`src/rtl/multi_cycle_ctrl.sv`:
```
// Control FSM for the multi-cycle CPU: sequences IF/ID/EXE/MEM/WB, decodes the latched
// opcode into datapath controls and counts retired instructions.
module multi_cycle_ctrl #(
    parameter int unsigned CNT_W = 16
) (
    input  logic             clk,
    input  logic             rst_n,
    input  logic             en,
    input  logic [5:0]       opcode,
    input  logic             zero,
    output logic             PCWre,
    output logic             IRWre,
    output logic             ALUSrcA,
    output logic             ALUSrcB,
    output logic [2:0]       ALUCtr,
    output logic             ExtSel,
    output logic             RegDst,
    output logic             RegWre,
    output logic             WrRegDSrc,
    output logic             mRD,
    output logic             mWR,
    output logic [1:0]       PCSrc,
    output logic [2:0]       state,
    output logic             halted,
    output logic [CNT_W-1:0] retired
);

    typedef enum logic [2:0] {
        StIf   = 3'b000,
        StId   = 3'b001,
        StExe  = 3'b010,
        StMem  = 3'b011,
        StWb   = 3'b100,
        StHalt = 3'b111
    } stateT;

    typedef enum logic [3:0] {
        ClsR, ClsI, ClsLw, ClsSw, ClsBeq, ClsBne, ClsJ, ClsHalt, ClsNop
    } clsT;

    stateT            stateQ;
    logic [5:0]       opQ;
    logic [CNT_W-1:0] retiredQ;

    clsT        cls;
    logic [2:0] aluOp;
    logic       srcA;
    logic       srcB;
    logic       extSign;

    always_comb begin
        cls     = ClsNop;
        aluOp   = 3'b000;
        srcA    = 1'b0;
        srcB    = 1'b0;
        extSign = 1'b0;
        case (opQ)
            6'b000000: cls = ClsR;
            6'b000001: begin cls = ClsR; aluOp = 3'b001; end
            6'b000010: begin cls = ClsI; srcB = 1'b1; extSign = 1'b1; end
            6'b010000: begin cls = ClsR; aluOp = 3'b010; end
            6'b010001: begin cls = ClsI; aluOp = 3'b010; srcB = 1'b1; end
            6'b010010: begin cls = ClsR; aluOp = 3'b011; end
            6'b010011: begin cls = ClsI; aluOp = 3'b011; srcB = 1'b1; end
            6'b011000: begin cls = ClsR; aluOp = 3'b100; srcA = 1'b1; end
            6'b011001: begin cls = ClsR; aluOp = 3'b111; end
            6'b100110: begin cls = ClsR; aluOp = 3'b101; end
            6'b100111: begin cls = ClsI; aluOp = 3'b101; srcB = 1'b1; extSign = 1'b1; end
            6'b110000: begin cls = ClsSw; srcB = 1'b1; extSign = 1'b1; end
            6'b110001: begin cls = ClsLw; srcB = 1'b1; extSign = 1'b1; end
            6'b110100: begin cls = ClsBeq; aluOp = 3'b001; end
            6'b110101: begin cls = ClsBne; aluOp = 3'b001; end
            6'b111000: cls = ClsJ;
            6'b111111: cls = ClsHalt;
            default:   cls = ClsNop;
        endcase
    end

    always_ff @(posedge clk or negedge rst_n) begin
        if (!rst_n) begin
            stateQ   <= StIf;
            opQ      <= 6'b000000;
            retiredQ <= '0;
        end else if (en) begin
            // PCWre already carries en, so this counts each instruction exactly once
            if (PCWre) begin
                retiredQ <= retiredQ + CNT_W'(1);
            end
            unique case (stateQ)
                StIf: begin
                    opQ    <= opcode;
                    stateQ <= StId;
                end
                StId: begin
                    case (cls)
                        ClsJ, ClsNop: stateQ <= StIf;
                        ClsHalt:      stateQ <= StHalt;
                        default:      stateQ <= StExe;
                    endcase
                end
                StExe: begin
                    case (cls)
                        ClsR, ClsI:   stateQ <= StWb;
                        ClsLw, ClsSw: stateQ <= StMem;
                        default:      stateQ <= StIf;
                    endcase
                end
                StMem:   stateQ <= (cls == ClsLw) ? StWb : StIf;
                StWb:    stateQ <= StIf;
                StHalt:  stateQ <= StHalt;
                default: stateQ <= StIf;
            endcase
        end
    end

    logic inAlu;
    logic inExec;
    logic isBranch;
    logic pcDone;

    always_comb begin
        inAlu    = (stateQ == StExe) || (stateQ == StMem);
        inExec   = inAlu || (stateQ == StWb);
        isBranch = (cls == ClsBeq) || (cls == ClsBne);
        pcDone   = (stateQ == StWb)
                || ((stateQ == StMem) && (cls == ClsSw))
                || ((stateQ == StExe) && isBranch)
                || ((stateQ == StId) && ((cls == ClsJ) || (cls == ClsNop)));

        ALUSrcA   = inAlu && srcA;
        ALUSrcB   = inAlu && srcB;
        ALUCtr    = inAlu ? aluOp : 3'b000;
        ExtSel    = inAlu && extSign;
        RegDst    = inExec && (cls == ClsR);
        WrRegDSrc = inExec && (cls == ClsLw);
        // Side-effecting enables drop while frozen so a held state never repeats a write
        RegWre    = en && (stateQ == StWb);
        mRD       = (stateQ == StMem) && (cls == ClsLw);
        mWR       = en && (stateQ == StMem) && (cls == ClsSw);
        PCWre     = en && pcDone;
        IRWre     = (stateQ == StIf);

        PCSrc = 2'b00;
        if ((stateQ == StExe)
            && (((cls == ClsBeq) && zero) || ((cls == ClsBne) && !zero))) begin
            PCSrc = 2'b01;
        end else if ((stateQ == StId) && (cls == ClsJ)) begin
            PCSrc = 2'b10;
        end

        state   = stateQ;
        halted  = (stateQ == StHalt);
        retired = retiredQ;
    end

endmodule

```
`config.mk`:
```
export PLATFORM = sky130hd
export DESIGN_NAME = multi_cycle_ctrl
export DESIGN_NICKNAME = d
export VERILOG_FILES = /design/src/rtl/multi_cycle_ctrl.sv
export SDC_FILE = /design/constraint.sdc
export NUM_CORES = 1
export LEC_CHECK = 0
export CAP_MARGIN = 20
export CORE_UTILIZATION = 40
export CTS_BUF_LIST = sky130_fd_sc_hd__clkbuf_8
export DETAILED_ROUTE_END_ITERATION = 8
export GPL_ROUTABILITY_DRIVEN = 0
export PLACE_DENSITY_LB_ADDON = 0.3
export SETUP_SLACK_MARGIN = 0.15
export SLEW_MARGIN = 25
export SYNTH_ARGS = -nofsm -noshare
export SYNTH_HDL_FRONTEND = slang
export SYNTH_SLANG_ARGS = --single-unit
export TNS_END_PERCENT = 5
```
`constraint.sdc`:
```
create_clock -name clk -period 3.9 [get_ports clk]
set_clock_uncertainty 0.2 [all_clocks]
set_input_delay 0.39 -clock clk [delete_from_list [all_inputs] [get_ports clk]]
set_output_delay 0.39 -clock clk [all_outputs]
set_load 0.01 [all_outputs]
```
==> impl_metrics.tcl <==
set metrics [dict create \
    synthSimpleGateAreaFrac_pct 28.5 \
    cp_max_fo 18 \
    reg2reg_to "retired[1]" \
    core_area_um2 4030 \
    synth.net_count 195 \
    cts.clk_slew.worst_paths_ns 0.09 \
    synthToLayoutAreaGrowth_pct 29.0 \
    synth_mux_area_share_pct 4.66 \
    clock_latency_ns 0.27 \
    io_buffers 44 \
    fmax_mhz 291 \
    cts_setup_buffers 0 \
    path_class "reg2out" \
    relSlewSlack_pct 42.8 \
    drt-total-wl_um 3860 \
    dpl.cell_count 268 \
    startpoint "opQ[3]" \
    end_kind "output port" \
    syn_area_per_cell_um2 9.19 \
    hold_path_class "in2async" \
    path_depth 8 \
    drtAntennaViolNets 0 \
    synth_seq_area_share_pct 37.0 \
    status "finished, final reports clean" \
    timing.final.crit_share_pct 88.1 \
    cts_tree "built" \
    cp-start-kind "flip-flop" \
    cts_max_level 1 \
    initial_utilization_pct 42.0 \
    period_needed_ns 3.44 \
    drt_iter0_drc 171 \
    drive_gt1_share_pct 8.56 \
    cp_slowest_stage_delay_ns 0.66 \
    ys_types 48 \
    regToRegStartpoint "opQ[3]" \
    cts.repair.resized 0 \
    crit_arrival_ns 2.85 \
    clockRootBuffer "clkbuf_8" \
    grt_overflow_total 0 \
    wl_per_cell_um 14.2 \
    dp_worst_setup_slack_ns 0.774 \
    die_w_um 67.0 \
    row_count 23 \
    grt_max_degree 26 \
    yosysTopAreaCellShare_pct 37.0 \
    ys_seq_elements 25 \
    synth_edf_count 0 \
    cts_num_sinks 25 \
    drc_errors 0 \
    dpl.hpwl_um 2820 \
    finalHoldViolCount 0 \
    cts_inserted_buffers 3 \
    final_area_um2 2180 \
    final_cells 272 \
    critPathTopFamily "buffers and inverters" \
    ir_worst_vdd_uv 370 \
    async_flop_share_pct 100 \
    ys.flop_type "dfrtp_1" \
    yosys.area.top_type "dfrtp_1" \
    finalMaxSlewViolations 0 \
    crit_end "PCWre" \
    power_leakage_nw 0.878 \
    vias_per_cell 5.57 \
    setup_slack_ns 0.465 \
    powerDensity_nw_per_um2 652 \
    rsz0062_at_grt "no" \
    antenna_found_initial 0 \
    post_synth_fa_ha_maj_area_fraction_pct 0.740 \
    cp.required_ns 3.31 \
    dr_total_vias 1514 \
    path_buf_inv 3 \
    synthCells 184 \
    grt_pass1_vias 1388 \
    firstDrtPassIters 4 \
    slowest_stage "dfrtp_1" \
    die_h_um 67.0 \
    utilization_pct 54.2 \
    n_antenna_cell 0 \
    cp_cell_sequence "nor2b_2 > o22ai_1 > a221oi_2 > a2111oi_4 > buf_4 > nand2b_1 > inv_1 > clkdlybuf4s50_1" \
    ys_top_cells_by_count "dfrtp_1 (25), nor3_1 (14), xor2_1 (14)" \
    grt_pass1_wl_um 6560 \
    hold_buffers 0 \
    rrSetupSlack_ns 1.23 \
    synthTopCellsByArea "dfrtp_1 (37%), xor2_1 (7.2%), nor3_1 (4.1%)" \
    setup_tns_ns 0 \
    ys_warn_count 0 \
    tightest_slew_ns 0.852 \
    ff2ff_path_depth 7 \
    setup_viol 0 \
    synth_compound_area_share_pct 14.2 \
    die_area_um2 4490 \
    grt.total_usage_pct 19.3 \
    clockBufferDepth 2 \
    synth_top_family_by_area "simple AND/OR/NAND/NOR gates" \
    place_area_um2 2140 \
    yosysMostFrequentCell "dfrtp_1" \
    nets 234 \
    syn_area_um2 1690 \
    synthXorXnorAreaFrac_pct 9.32 \
    io_pins 45 \
    maxCapViolations 0 \
]
[through the flow]
step | hold slack (ns) | power, mW
floorplan | -0.106 | 1.06
global placement | 0.263 | 1.27
detailed placement | 0.262 | 1.28
CTS | 0.275 | 1.43
global route | 0.299 | 1.54
finish | 0.264 | 1.42
[cells by family (layout without fill, tap and decap cells)]
group / count (synthesis) / in the layout
simple gates: 85 / 85
compound gates: 30 / 30
flops: 25 / 25
xor+xnor: 18 / 18
buf+inv: 18 / 56
mux: 7 / 7
fa+ha+maj: 1 / 1
[flip-flops by register name, indices dropped and copies added (netlist names)]
name / count
opQ: 6
retired: 16
state: 3
[where the power goes]
group          total [mW]  switching, mW  leakage, nW  internal, mW
clock               0.150         0.0798       0.0269        0.0705
combinational       0.745          0.356        0.534         0.389
sequential          0.528          0.192        0.317         0.336
[layout by cell type, fill, tap and decap left out, types with 2 or more instances in the layout]
cell / n
nand3_1: 8
nand2b_1: 7
nand2_1: 10
xor2_1: 14
o22a_1: 2
o32ai_1: 2
nand4_1: 9
and2_1: 4
inv_1: 6
and3_1: 3
xnor2_1: 4
nor3_1: 14
mux2_2: 6
clkbuf_8: 3
dfrtp_1: 25
clkdlybuf4s50_1: 44
buf_4: 2
nand3b_1: 2
a21oi_1: 5
nor3b_1: 2
nor4_1: 4
o21ai_0: 6
nor2_1: 12
a221oi_1: 3
nor2b_1: 2
nor2b_2: 2
[worst register-to-register path: stages (launching register included)]
cell and delay, ns:
dfrtp_1 0.66, nand2_1 0.21, a211oi_2 0.27, a221oi_2 0.08
a2111oi_4 0.36, buf_4 0.25, nand2b_1 0.20, mux2_1 0.33
[area by class of cell]
class / count / area [µm²]
inverter: 6 / 22.5
tap: 50 / 62.6
sequential: 25 / 626
clock inverter: 1 / 3.75
fill: 402 / 1850
multi-input combinational: 141 / 971
timing repair buffer: 46 / 455
clock buffer: 3 / 41.3
[routing by layer]
| layer | vias to the layer above | global-route usage [%] | routed length [µm] |
|---|---|---|---|
| met1 | 715 | 27.2 | 1830 |
| li1 | 751 | - | - |
| met2 | 41 | 29.5 | 1800 |
| met5 | - | 0 | 0 |
| met3 | 7 | 1.54 | 148 |
| met4 | 0 | 9.04 | 78 |
[worst min-delay path by stage]
stage                      startpoint     endpoint  cells after the start
final                           rst_n   retired[2]                      2
after global placement    retired[15]  retired[15]                      1
after global routing      retired[15]  retired[15]                      1
after detailed placement  retired[15]  retired[15]                      1
after floorplan                 rst_n       opQ[0]                      0
after CTS                       rst_n   retired[2]                      2
(Power assumes the default switching activity.)
